File: config.mk
export PLATFORM = sky130hd
export DESIGN_NAME = back_icon_dispatch_scheduler_flat
export DESIGN_NICKNAME = d
export VERILOG_FILES = /design/src/rtl/back_icon_dispatch_scheduler_pkg.sv /design/src/rtl/back_icon_dispatch_scheduler_if.sv /design/src/rtl/back_icon_rr_picker.sv /design/src/rtl/back_icon_dispatch_scheduler.sv /design/src/flat_wrapper.sv
export SDC_FILE = /design/constraint.sdc
export NUM_CORES = 1
export LEC_CHECK = 0
export BUFFER_PORTS_ARGS = -buffer_cell sky130_fd_sc_hd__buf_4
export CORE_UTILIZATION = 25
export DETAILED_ROUTE_END_ITERATION = 12
export PLACE_DENSITY = 0.44
export SYNTH_ARGS = -nofsm -noshare
export SYNTH_HDL_FRONTEND = slang
export SYNTH_SLANG_ARGS = --single-unit
File: constraint.sdc
create_clock -name clk -period 9.3 [get_ports clk]
set_input_delay 0.465 -clock clk [delete_from_list [all_inputs] [get_ports clk]]
set_output_delay 0.465 -clock clk [all_outputs]
set_load 0.01 [all_outputs]
File: src/rtl/back_icon_dispatch_scheduler_pkg.sv
// Shared types for the interconnect dispatch scheduler: instruction format, counter width and
// scheduler FSM states.
package back_icon_dispatch_scheduler_pkg;

  localparam int unsigned ICON_DISPATCH_CNT_W = 16;
  localparam int unsigned ICON_EUIDX_W        = 4;

  typedef struct packed {
    logic [ICON_EUIDX_W-1:0] euidx;
    logic [3:0]              port;
  } type_icon_addr;

  typedef struct packed {
    logic [3:0]    opcode;
    type_icon_addr src_addr;
    type_icon_addr dst_addr;
    logic [15:0]   payload;
  } type_icon_instr;

  typedef enum logic [1:0] {
    IDLE   = 2'd0,
    ACTIVE = 2'd1,
    FLUSH  = 2'd2
  } type_icon_sched_state;

endpackage

File: src/rtl/back_icon_dispatch_scheduler_if.sv
// Front-end handshake and per-channel dispatch bus of the dispatch scheduler.
// Signal directions are named from the scheduler's point of view (slave modport).
interface back_icon_dispatch_scheduler_if #(
  parameter int unsigned N = 4
);
  import back_icon_dispatch_scheduler_pkg::*;

  type_icon_instr         instr_i;
  logic                   instr_valid_i;
  logic                   instr_ready_o;
  logic                   flush_i;
  type_icon_instr [N-1:0] dispatch_o;
  logic [N-1:0]           dispatch_valid_o;
  logic [N-1:0]           dispatch_ready_i;

  modport master (
    output instr_i, instr_valid_i, flush_i, dispatch_ready_i,
    input  instr_ready_o, dispatch_o, dispatch_valid_o
  );

  modport slave (
    input  instr_i, instr_valid_i, flush_i, dispatch_ready_i,
    output instr_ready_o, dispatch_o, dispatch_valid_o
  );

endinterface

File: src/rtl/back_icon_rr_picker.sv
// Combinational round-robin picker: first set request scanning from i_ptr upward, modulo N.
module back_icon_rr_picker #(
  parameter int unsigned N = 4,
  localparam int unsigned IdxW = (N > 1) ? $clog2(N) : 1
) (
  input  logic [N-1:0]    i_req,
  input  logic [IdxW-1:0] i_ptr,
  output logic [N-1:0]    o_grant,
  output logic [IdxW-1:0] o_idx,
  output logic            o_valid
);

  always_comb begin
    int unsigned j;
    j       = 0;
    o_grant = '0;
    o_idx   = '0;
    o_valid = 1'b0;
    for (int unsigned k = 0; k < N; k++) begin
      j = (32'(i_ptr) + k) % N;
      if (!o_valid && i_req[j[IdxW-1:0]]) begin
        o_valid                 = 1'b1;
        o_idx                   = j[IdxW-1:0];
        o_grant[j[IdxW-1:0]]    = 1'b1;
      end
    end
  end

endmodule

File: src/rtl/back_icon_dispatch_scheduler.sv
// Buffers front-end instructions and steers each to one ready interconnect channel, round-robin.
// Optional ICON_SRC_AFFINITY_EN pins each source euidx to the channel it first went to.
module back_icon_dispatch_scheduler
  import back_icon_dispatch_scheduler_pkg::*;
#(
  parameter int unsigned NUM_ICON_CHANNELS = 4,
  parameter int unsigned LOG2_BUF_DEPTH    = 1
) (
  input  logic                           clk,
  input  logic                           reset,
  back_icon_dispatch_scheduler_if.slave  icon_if,
  output logic [ICON_DISPATCH_CNT_W-1:0] dispatched_count_o,
  output logic                           busy_o
);

  localparam int unsigned N     = NUM_ICON_CHANNELS;
  localparam int unsigned L     = LOG2_BUF_DEPTH;
  localparam int unsigned Depth = 2 ** L;
  localparam int unsigned IdxW  = (N > 1) ? $clog2(N) : 1;

  type_icon_instr                 r_buf [Depth];
  logic [L:0]                     r_wr_ptr, r_rd_ptr;
  logic [L:0]                     w_wr_ptr_next, w_rd_ptr_next;
  logic [IdxW-1:0]                r_rr_ptr;
  logic [ICON_DISPATCH_CNT_W-1:0] r_count;
  type_icon_sched_state           r_state, w_state_next;

  logic           w_empty, w_full, w_push, w_pop, w_can_disp;
  type_icon_instr w_head;
  logic [N-1:0]   w_req_raw, w_req, w_grant;
  logic [IdxW-1:0] w_grant_idx;

  assign w_empty = (r_wr_ptr == r_rd_ptr);
  assign w_full  = (r_wr_ptr[L] != r_rd_ptr[L]) && (r_wr_ptr[L-1:0] == r_rd_ptr[L-1:0]);
  assign w_head  = r_buf[r_rd_ptr[L-1:0]];

  // Registered-only ready: no path from the channel side back to the front end.
  assign icon_if.instr_ready_o = ~w_full & (r_state != FLUSH);
  assign w_push = icon_if.instr_valid_i & icon_if.instr_ready_o & ~icon_if.flush_i;

  assign w_can_disp = ~w_empty & ~icon_if.flush_i & (r_state != FLUSH);

`ifdef ICON_SRC_AFFINITY_EN
  localparam int unsigned AffEntries = 2 ** ICON_EUIDX_W;

  logic [AffEntries-1:0]   r_aff_valid;
  logic [IdxW-1:0]         r_aff_chan [AffEntries];
  logic [ICON_EUIDX_W-1:0] w_head_eu;

  assign w_head_eu = w_head.src_addr.euidx;

  // A pinned source may only use its own channel; if that one is busy the head stalls.
  always_comb begin
    w_req_raw = icon_if.dispatch_ready_i;
    if (r_aff_valid[w_head_eu]) begin
      w_req_raw                         = '0;
      w_req_raw[r_aff_chan[w_head_eu]]  = icon_if.dispatch_ready_i[r_aff_chan[w_head_eu]];
    end
  end

  always_ff @(posedge clk) begin
    if (reset || icon_if.flush_i) begin
      r_aff_valid <= '0;
    end else if (w_pop && !r_aff_valid[w_head_eu]) begin
      r_aff_valid[w_head_eu] <= 1'b1;
      r_aff_chan[w_head_eu]  <= w_grant_idx;
    end
  end
`else
  assign w_req_raw = icon_if.dispatch_ready_i;
`endif

  assign w_req = w_req_raw & {N{w_can_disp}};

  back_icon_rr_picker #(
    .N (N)
  ) u_rr_picker (
    .i_req   (w_req),
    .i_ptr   (r_rr_ptr),
    .o_grant (w_grant),
    .o_idx   (w_grant_idx),
    .o_valid (w_pop)
  );

  assign icon_if.dispatch_valid_o = w_grant;

  always_comb begin
    icon_if.dispatch_o = '0;
    for (int unsigned c = 0; c < N; c++) begin
      if (w_grant[c]) icon_if.dispatch_o[c] = w_head;
    end
  end

  assign w_wr_ptr_next = r_wr_ptr + {{L{1'b0}}, w_push};
  assign w_rd_ptr_next = r_rd_ptr + {{L{1'b0}}, w_pop};

  always_comb begin
    w_state_next = r_state;
    if (icon_if.flush_i) begin
      w_state_next = FLUSH;
    end else if (r_state == FLUSH) begin
      w_state_next = IDLE;
    end else begin
      w_state_next = (w_wr_ptr_next != w_rd_ptr_next) ? ACTIVE : IDLE;
    end
  end

  always_ff @(posedge clk) begin
    if (reset) begin
      r_wr_ptr <= '0;
      r_rd_ptr <= '0;
      r_rr_ptr <= '0;
      r_count  <= '0;
      r_state  <= IDLE;
    end else if (icon_if.flush_i) begin
      // rr_ptr and the dispatch count survive a flush.
      r_wr_ptr <= '0;
      r_rd_ptr <= '0;
      r_state  <= FLUSH;
    end else begin
      r_wr_ptr <= w_wr_ptr_next;
      r_rd_ptr <= w_rd_ptr_next;
      r_state  <= w_state_next;
      if (w_pop) begin
        r_rr_ptr <= (w_grant_idx == IdxW'(N - 1)) ? '0 : w_grant_idx + 1'b1;
        if (r_count != '1) r_count <= r_count + 1'b1;
      end
    end
  end

  always_ff @(posedge clk) begin
    if (w_push) r_buf[r_wr_ptr[L-1:0]] <= icon_if.instr_i;
  end

  assign dispatched_count_o = r_count;
  assign busy_o             = ~w_empty | (r_state != IDLE);

endmodule

File: src/flat_wrapper.sv
// flat-port wrapper written by rule: the top's interface ports become plain ports
module back_icon_dispatch_scheduler_flat import back_icon_dispatch_scheduler_pkg::*;
#(
  parameter int unsigned NUM_ICON_CHANNELS = 4,
  parameter int unsigned LOG2_BUF_DEPTH    = 1
)
  (clk, reset, dispatched_count_o, busy_o, icon_if_instr_i, icon_if_instr_valid_i, icon_if_flush_i, icon_if_dispatch_ready_i, icon_if_instr_ready_o, icon_if_dispatch_o, icon_if_dispatch_valid_o);
  back_icon_dispatch_scheduler_if #(.N(4)) icon_if_i ();
  input  logic clk;
  input  logic reset;
  output logic [ICON_DISPATCH_CNT_W-1:0] dispatched_count_o;
  output logic busy_o;
  input wire logic [$bits(icon_if_i.instr_i)-1:0] icon_if_instr_i;
  input wire logic [$bits(icon_if_i.instr_valid_i)-1:0] icon_if_instr_valid_i;
  input wire logic [$bits(icon_if_i.flush_i)-1:0] icon_if_flush_i;
  input wire logic [$bits(icon_if_i.dispatch_ready_i)-1:0] icon_if_dispatch_ready_i;
  output wire logic [$bits(icon_if_i.instr_ready_o)-1:0] icon_if_instr_ready_o;
  output wire logic [$bits(icon_if_i.dispatch_o)-1:0] icon_if_dispatch_o;
  output wire logic [$bits(icon_if_i.dispatch_valid_o)-1:0] icon_if_dispatch_valid_o;
  assign icon_if_i.instr_i = icon_if_instr_i;
  assign icon_if_i.instr_valid_i = icon_if_instr_valid_i;
  assign icon_if_i.flush_i = icon_if_flush_i;
  assign icon_if_i.dispatch_ready_i = icon_if_dispatch_ready_i;
  assign icon_if_instr_ready_o = icon_if_i.instr_ready_o;
  assign icon_if_dispatch_o = icon_if_i.dispatch_o;
  assign icon_if_dispatch_valid_o = icon_if_i.dispatch_valid_o;
  back_icon_dispatch_scheduler #(.NUM_ICON_CHANNELS(NUM_ICON_CHANNELS), .LOG2_BUF_DEPTH(LOG2_BUF_DEPTH)) u_core (.clk(clk), .reset(reset), .icon_if(icon_if_i), .dispatched_count_o(dispatched_count_o), .busy_o(busy_o));
endmodule
==> metrics.yaml, run 1 <==
outcome:
  status: "finished clean"
floorplan:
  rows: 50
  coreArea_um2: 18800
  die-area_um2: 19900
  die_w_um: 141
  dieHeight_um: 141
  start_util_pct: 25.7
  pin_count: 210
routing:
  ant_nets: 0
  wirelength_mm: 14.1
  viasPerCell: 4.37
  dr.first_iter.drc_count: 290
  drtPass1Iterations: 4
  routedWlPerCell_um: 15.1
  drc_errors: 0
  vias: 4065
logic_synthesis:
  synthDistinctLibCells: 48
  yosys.area.top_type: "edfxtp_1"
  ys_seq_area_share_pct: 54.5
  synth_edf_count: 72
  synth_ff_type: "edfxtp_1"
  synthArstFlopShare_pct: 0
  syn_area_per_cell_um2: 10.3
  synth_compound_area_share_pct: 5.14
  synth_top_family_by_area: "simple AND/OR/NAND/NOR gates"
  synthAdderAreaFrac_pct: 2.58
  synthCells: 471
  postSynthNetCount: 525
  synthTopCellsByArea: "edfxtp_1 45%, nor2_1 13%, dfxtp_1 9.9%"
  yosysWarnings: 0
  synth_common_cells: "167 x nor2_1, 72 x edfxtp_1, 39 x mux2i_1"
  syn-cell-area_um2: 4850
  synth_top_area_share_pct: 44.6
  synth_most_common_cell: "nor2_1"
  muxShareOfSynthArea_pct: 9.22
  synth-xor-area-share_pct: 3.43
  synth_seq_cells: 96
  synthSimpleGateAreaFrac_pct: 20.9
sta:
  setup_violations: 0
  rsz0062_at_grt: "false"
  fin_skew_ns: 0.00827
  hold_slack_ns: 0.300
  setup-tns-final_ns: 0
  maxSlewHeadroom_pct: 31.3
  hold_viol: 0
  final.period_utilization_pct: 44.9
  period_minus_slack_ns: 4.18
  tightestPinTransition_ns: 1.03
  fmax_mhz: 239
  drv_slew: 0
  layout_setup_ws_ns: 5.12
min_path:
  hp-class: "in -> reg"
  hold-path-cell-count: 1
clocking:
  ctsHoldBuffers: 0
  numCtsBuffers: 9
  cts_max_level: 3
  clk_path_buf_depth: 2
  tritoncts: "done"
  clk_latency_ns: 0.34
  post_cts_resized: 0
  cts.sinks: 96
  cts.clk_slew.worst_paths_ns: 0.07
  cts_setup_buffers: 0
  cts-root-buf: "clkbuf_16"
power_and_ir_drop:
  vdd_drop_max_mv: 0.0746
  power.density_nw_per_um2: 134
  leakage_nw: 2.91
placed_design:
  dp_hpwl_mm: 10.1
  post_dp_cell_area_um2: 6630
  dp_slack_ns: 5.47
  place.gp.congestion: 0.746
  port_buffers: 209
global_routing:
  grt_first_pass_wirelength_mm: 21.7
  first_global_vias: 3851
  grt_max_degree: 39
  antenna_found_initial: 0
  overflow: 0
  grt_usage_pct: 14.2
layout:
  multi_input_area_um2: 2000
  drive_gt1_share_pct: 36.7
  antenna_cells: 0
  post-route-cell-area_um2: 6940
  nFillCells: 1895
  seqCellArea_um2: 2640
  synthToLayoutAreaGrowth_pct: 43.2
  fin_nets: 720
worst_setup_path:
  cp_max_fo: 37
  timing.rr.end: "u_core.r_rr_ptr[1]"
  critPathKind: "reg -> out"
  reg2reg_depth: 8
  worst_setup_path_start_kind: "register"
  endpoint: "icon_if_dispatch_o[107]"
  reg2reg_setup_slack_ns: 6.11
  required_ns: 8.84
  startpoint: "u_core.r_rr_ptr[0]"
  worstReg2RegStart: "u_core.r_rr_ptr[0]"
  cp_data_arrival_time_ns: 3.71
  critPathCaptureType: "primary output"
run:
  cap_viol_max_count: 0
-- worst max-delay path, stage by stage (launching register included) --
cell,delay (ns)
dfxtp_1,0.70
inv_1,0.27
ha_1,0.56
mux4_2,0.41
nor2b_4,0.17
a22o_1,0.18
a222oi_1,0.34
buf_4,0.44
nor2_1,0.11
buf_4,0.16
-- state kept, by name, indices dropped and copies added (netlist names) --
register and flops:
u_core.r_buf 72, u_core.dispatched_count_o 16, u_core.r_wr_ptr 2, u_core.r_state 2, u_core.r_rd_ptr 2, u_core.r_rr_ptr 2
-- worst min path at each step --
stage | from | slack (ns) | to
3_5_place_dp | u_core.dispatched_count_o[15] | 0.52 | u_core.dispatched_count_o[15]
6_report | icon_if_instr_i[11] | 0.30 | u_core.r_buf[1][11]
2_1_floorplan | u_core.r_rd_ptr[1] | 0.53 | u_core.r_rd_ptr[1]
3_3_place_gp | u_core.dispatched_count_o[15] | 0.53 | u_core.dispatched_count_o[15]
4_1_cts | icon_if_instr_i[11] | 0.28 | u_core.r_buf[0][11]
5_1_grt | icon_if_instr_i[30] | 0.28 | u_core.r_buf[0][30]
-- kinds of logic (layout without fill, tap and decap cells) --
logic type,after synthesis,after routing
flops,96,96
mux,42,42
buf+inv,44,244
fa+ha+maj,10,10
simple gates,230,230
xor+xnor,19,19
compound gates,30,30
-- routing by layer --
layer	vias up	share of wire, %	global-route usage, %
met5	-	0	0
met3	17	6.8	3.02
met2	159	49	24.7
met1	1869	43	17.0
met4	0	1.8	5.38
li1	2020	-	-
-- report_power, final --
| group | switching (W) | leakage [nW] | internal, W |
|---|---|---|---|
| combinational | 0.0000386 | 1.91 | 0.0000279 |
| sequential | 0.00000285 | 0.852 | 0.000470 |
| clock | 0.000174 | 0.146 | 0.000214 |
| total | 0.000216 | 2.91 | 0.000712 |
-- cells in the final DEF, fill, tap and decap left out, types with 3 or more instances in the layout --
master and n:
buf_4 214, a222oi_1 4, clkbuf_16 9, edfxtp_1 72, a31oi_1 4, nor4_1 4
nand3_1 9, nand4_1 5, and2_1 6, nand2_1 8, dfxtp_1 23, nor2_1 167
nor3_1 12, a22o_1 4, xor2_1 6, xnor2_1 13, nor3b_1 3, ha_1 8
a21oi_1 5, inv_1 12, o22ai_1 3, mux2i_1 39
-- layout make-up --
| class | instances | area share [%] |
|---|---|---|
| tap | 260 | 4.69 |
| multi-input combinational | 331 | 28.9 |
| sequential | 96 | 38.1 |
| timing repair buffer | 214 | 23.1 |
| inverter | 14 | 0.757 |
| clock inverter | 7 | 1.23 |
| clock buffer | 9 | 3.24 |
-- metrics by stage --
| step | std cells | total power [W] | utilization [%] |
|---|---|---|---|
| floorplan | 471 | 0.000517 | - |
| global placement | 915 | 0.000549 | 35.2 |
| detailed placement | 915 | 0.000550 | 35.2 |
| CTS | 931 | 0.000942 | 36.9 |
| global route | 931 | 0.000968 | 36.9 |
| finish | 931 | 0.000928 | 36.9 |
Note: power is estimated with default switching activity, not from simulation.
==> inputs of run 2 (changes only) <==
ABC_AREA = 1   (was not set)
PLACE_DENSITY = 0.43   (was 0.44)
clock period = 4.2 ns   (was 9.3 ns; I/O delays follow)
==> run 2 against run 1 <==
  * Setup slack got worse by 4.6 ns
  * Critical path type unchanged
  * Worst hold slack got worse by 0.25 ns
  * Clock power is 120% higher
  * Die area grew 9.5%
  * Critical endpoint is now icon_if_dispatch_o[140]
  * Largest cell class unchanged
  * Critical path depth increased by 2
  * Largest power group is now combinational logic
==> metrics.yaml, run 2 <==
sta:
  fmax_mhz: 274
  layout_setup_ws_ns: 0.545
  setup_violations: 0
  fin_skew_ns: 0.00719
  rsz0062_at_grt: "false"
  setup-tns-final_ns: 0
  period_minus_slack_ns: 3.66
  hold_viol: 0
  drv_slew: 0
  final.period_utilization_pct: 87.0
  hold_slack_ns: 0.0530
  tightestPinTransition_ns: 1.12
  maxSlewHeadroom_pct: 25.1
min_path:
  min-delay-start: "icon_if_instr_i[3]"
  hp-class: "in -> reg"
  whs_endpoint: "u_core.r_buf[1][3]"
  hold-path-cell-count: 1
logic_synthesis:
  synth_ff_type: "edfxtp_1"
  ys_seq_area_share_pct: 49.7
  synthTopCellsByArea: "edfxtp_1 41%, dfxtp_1 9.0%, a21oi_1 8.0%"
  postSynthNetCount: 598
  yosys.area.top_type: "edfxtp_1"
  synthCells: 544
  synth_edf_count: 72
  syn_area_per_cell_um2: 9.77
  synth_top_area_share_pct: 40.7
  synthArstFlopShare_pct: 0
  synth_common_cells: "85 x a21oi_1, 72 x edfxtp_1, 61 x nor2_2"
  synth_most_common_cell: "a21oi_1"
  synth_seq_cells: 96
  yosysWarnings: 0
  syn-cell-area_um2: 5310
  synthDistinctLibCells: 35
outcome:
  status: "finished clean"
routing:
  viasPerCell: 4.52
  ant_nets: 0
  drtPass1Iterations: 5
  routedWlPerCell_um: 16.1
  drc_errors: 0
  vias: 4573
  wirelength_mm: 16.3
  dr.first_iter.drc_count: 142
floorplan:
  die_w_um: 148
  coreArea_um2: 20600
  die-area_um2: 21800
  dieHeight_um: 148
  pin_count: 210
  start_util_pct: 25.8
  rows: 52
worst_setup_path:
  required_ns: 3.99
  cp_max_fo: 37
  path_cells: "inv_1 -> ha_1 -> inv_1 -> nand3_1 -> o21ai_4 -> inv_2 -> nand3_1 -> o21ai_1 -> a21oi_4 -> a21oi_1 -> buf_4"
  critPathCaptureType: "primary output"
  cp_data_arrival_time_ns: 3.45
  max_stage_delay_ns: 0.86
  worst_setup_path_start_kind: "register"
  reg2reg_setup_slack_ns: 1.07
  critPathKind: "reg -> out"
  cp_slowest_cell: "a21oi_4"
  worstReg2RegStart: "u_core.r_rr_ptr[0]"
  reg2reg_depth: 9
  timing.rr.end: "u_core.dispatched_count_o[3]"
layout:
  drive_gt1_share_pct: 42.5
  fin_util_pct: 35.7
  antenna_cells: 0
  largest_reg_flops: 72
  layout.cells.most_common_list: "211 x buf_4, 85 x a21oi_1, 72 x edfxtp_1"
  nFillCells: 2088
  fin_nets: 792
  final_common_cell: "buf_4"
  synthToLayoutAreaGrowth_pct: 38.3
run:
  cap_viol_max_count: 0
global_routing:
  first_global_vias: 4442
  grt_max_degree: 38
  antenna_found_initial: 0
  grt_usage_pct: 14.9
  overflow: 0
  grt_first_pass_wirelength_mm: 24.9
placed_design:
  place.gp.congestion: 0.844
  dp_hpwl_mm: 11.8
  dp_slack_ns: 0.939
  port_buffers: 209
power_and_ir_drop:
  p_sw_share_pct: 44.7
  leakage_nw: 3.03
  internal-power_w: 0.00282
  total_power_w: 0.00510
  vdd_drop_max_mv: 0.237
  pwr-share-comb_pct: 61.1
  clkPwrFrac_pct: 16.8
  power.density_nw_per_um2: 694
  p_switching_w: 0.00228
  seqPwrFrac_pct: 22.1
clocking:
  ctsHoldBuffers: 0
  cts.sinks: 96
  post_cts_resized: 0
  tritoncts: "done"
  cts_max_level: 3
  cts-root-buf: "clkbuf_16"
  cts.clk_slew.worst_paths_ns: 0.07
  clk_path_buf_depth: 2
  numCtsBuffers: 9
  clk_latency_ns: 0.34
  cts_setup_buffers: 0
## run 2: cell families (layout without fill, tap and decap cells)
kind of cell	count (synthesis)	in the layout	synth area share [%]
AO/OA/AOI/OAI	103	103	10.6
buffers and inverters	66	263	6.62
multiplexers	36	36	6.78
XOR/XNOR	11	11	1.81
AND/OR/NAND/NOR	222	222	22.1
flip-flops	96	96	49.7
adder cells (fa/ha/maj)	10	10	2.36
## run 2: area by class of cell
cell class / instances / area [µm²] / area share (%)
flip-flops and latches: 96 / 2640 / 36.0
repair buffers: 211 / 1580 / 21.6
clock buffers: 9 / 225 / 3.07
clock inverters: 5 / 83.8 / 1.14
well taps: 270 / 338 / 4.60
multi-input cells: 382 / 2320 / 31.6
inverters: 38 / 148 / 2.01
## run 2: metrics by stage
stage                     cell area, µm²  instances
after floorplan                     5310        544
after global placement              7040        997
after detailed placement            7040        997
after CTS                           7350       1011
after global routing                7350       1011
final                               7350       1011
## run 2: power by group through the flow
stage               Sequential (W)  Clock [W]  Combinational, W
floorplan                  0.00114          0           0.00195
global placement           0.00115          0           0.00313
detailed placement         0.00115          0           0.00315
CTS                        0.00113   0.000897           0.00315
global route               0.00114   0.000928           0.00339
finish                     0.00113   0.000856           0.00312
## run 2: worst max path at each step
stage	cells after the start	startpoint	slack (ns)	endpoint
6_report	11	u_core.r_rr_ptr[0]	0.54	icon_if_dispatch_o[140]
5_1_grt	11	u_core.r_rr_ptr[0]	0.30	icon_if_dispatch_o[109]
4_1_cts	11	u_core.r_rr_ptr[0]	0.55	icon_if_dispatch_o[140]
3_5_place_dp	11	u_core.r_rr_ptr[0]	0.94	icon_if_dispatch_o[140]
3_3_place_gp	11	u_core.r_rr_ptr[0]	1.14	icon_if_dispatch_o[108]
2_1_floorplan	12	u_core.r_rr_ptr[0]	1.63	u_core.r_state[0]
## run 2: routing by layer
metal	track usage, %	share of wire, %	vias to the layer above
met2	26.4	49	190
met4	5.67	1.6	0
li1	-	-	2261
met3	3.73	7.7	15
met5	0	0	-
met1	17.2	42	2107
## run 2: critical path, delay by kind of cell (launching register included)
kind / cells / cell delay, ns
AO/OA/AOI/OAI: 4 / 1.31
adder cells (fa/ha/maj): 1 / 0.39
AND/OR/NAND/NOR: 2 / 0.23
flip-flops: 1 / 0.47
buffers and inverters: 4 / 0.70
==> inputs of run 3 (changes only) <==
CORE_ASPECT_RATIO = 0.8   (was not set)
PLACE_DENSITY = not set   (was 0.43)
==> run 3 against run 2 <==
  * Register-to-register slack better by 0.28 ns
  * Die area about the same
  * Fmax up 4.4%
==> metrics.yaml, run 3 (synthesis results as in run 2) <==
outcome:
  status: "finished clean"
layout:
  final_cells: 1014
  drive_gt1_share_pct: 42.8
  post-route-cell-area_um2: 7360
  synthToLayoutAreaGrowth_pct: 38.6
  final_common_cell: "buf_4"
  antenna_cells: 0
  nFillCells: 2153
  seqCellArea_um2: 2640
  multi_input_area_um2: 2320
  largest_reg_flops: 72
  layout.cells.most_common_list: "213 x buf_4, 85 x a21oi_1, 72 x edfxtp_1"
  fin_util_pct: 35.5
  fin_nets: 794
placed_design:
  post_dp_cell_area_um2: 7050
  placedCellCount: 998
  port_buffers: 209
  place.gp.congestion: 0.846
  dp_hpwl_mm: 11.0
worst_setup_path:
  cp_data_arrival_time_ns: 3.29
  reg2reg_depth: 13
  worstReg2RegStart: "u_core.r_rr_ptr[0]"
  reg2reg_setup_slack_ns: 1.35
  critPathKind: "reg -> out"
  critPathCaptureType: "primary output"
  cp_max_fo: 37
  required_ns: 3.99
  startpoint: "u_core.r_rr_ptr[0]"
  timing.rr.end: "u_core.dispatched_count_o[10]"
  worst_setup_path_start_kind: "register"
sta:
  drv_slew: 0
  fmax_mhz: 286
  rsz0062_at_grt: "false"
  period_minus_slack_ns: 3.50
  maxSlewHeadroom_pct: 30.7
  setup_violations: 0
  setup-tns-final_ns: 0
  final.period_utilization_pct: 83.4
  fin_skew_ns: 0.0115
  hold_viol: 0
  tightestPinTransition_ns: 1.04
  hold_slack_ns: 0.0471
floorplan:
  dieHeight_um: 132
  coreArea_um2: 20800
  pin_count: 210
  start_util_pct: 25.6
  rows: 47
  die-area_um2: 21800
  die_w_um: 165
run:
  cap_viol_max_count: 0
clocking:
  cts-root-buf: "clkbuf_16"
  clk_latency_ns: 0.35
  ctsHoldBuffers: 0
  cts_max_level: 3
  cts.clk_slew.worst_paths_ns: 0.07
  tritoncts: "done"
  post_cts_resized: 0
  cts_setup_buffers: 0
  numCtsBuffers: 9
  clk_path_buf_depth: 2
  cts.sinks: 96
routing:
  wirelength_mm: 15.2
  vias: 4585
  drc_errors: 0
  viasPerCell: 4.52
  dr.first_iter.drc_count: 217
  drtPass1Iterations: 6
  routedWlPerCell_um: 15.0
  ant_nets: 0
global_routing:
  grt_usage_pct: 13.3
  grt_max_degree: 38
  overflow: 0
  antenna_found_initial: 0
  grt_first_pass_wirelength_mm: 22.3
  first_global_vias: 3959
min_path:
  whs_endpoint: "u_core.r_buf[0][30]"
  hold-path-cell-count: 1
  hp-class: "in -> reg"
  min-delay-start: "icon_if_instr_i[30]"
power_and_ir_drop:
  power.density_nw_per_um2: 690
  vdd_drop_max_mv: 0.407
  leakage_nw: 3.04
==> run 3: changes by cell type in the layout (fill, tap and decap cells not counted) <==
cell        change
clkinvlp_4      -1
buf_4           +2
clkinv_4        +1
bufinv_16       -1
inv_6           +1
inv_8           +2
==> run 3: critical path, cell delays in order, from the launching register on <==
cell	delay, ns
dfxtp_1	0.47
inv_1	0.22
ha_1	0.38
inv_1	0.18
nand3_1	0.15
o21ai_4	0.14
inv_2	0.08
nand3_1	0.08
nand2_1	0.09
a21oi_4	0.78
a21oi_1	0.16
buf_4	0.20
==> run 3: metal layers <==
layer  GRT usage, %  routed length, µm  vias to the layer above
met5              0                  0                        -
met4           3.72                178                        0
met3           3.24                907                       12
met2           21.6               7140                      147
met1           17.5               6970                     2157
li1               -                  -                     2269
==> run 3: stage by stage <==
stage,power [W],setup WS [ns]
finish,0.00508,0.698
detailed placement,0.00427,1.08
CTS,0.00514,0.692
global route,0.00542,0.429
global placement,0.00427,1.15
floorplan,0.00309,1.63
==> run 3: how the worst max path moves through the flow <==
stage / cells past startpoint / end / slack [ns]
floorplan: 12 / u_core.r_state[0] / 1.63
finish: 11 / icon_if_dispatch_o[47] / 0.70
CTS: 11 / icon_if_dispatch_o[53] / 0.69
global placement: 11 / icon_if_dispatch_o[41] / 1.15
global route: 11 / icon_if_dispatch_o[65] / 0.43
detailed placement: 11 / icon_if_dispatch_o[53] / 1.08
==> run 3: layout make-up <==
type | count | area share (%)
flip-flops and latches | 96 | 35.9
clock buffers | 9 | 3.06
clock inverters | 7 | 1.17
multi-input cells | 382 | 31.6
repair buffers | 213 | 21.7
well taps | 269 | 4.57
inverters | 38 | 2.01
==> run 3: report_power, final <==
part	leakage, nW	internal (W)	switching [W]
clock	0.150	0.000474	0.000377
combinational	2.04	0.00124	0.00186
sequential	0.853	0.00108	0.0000402
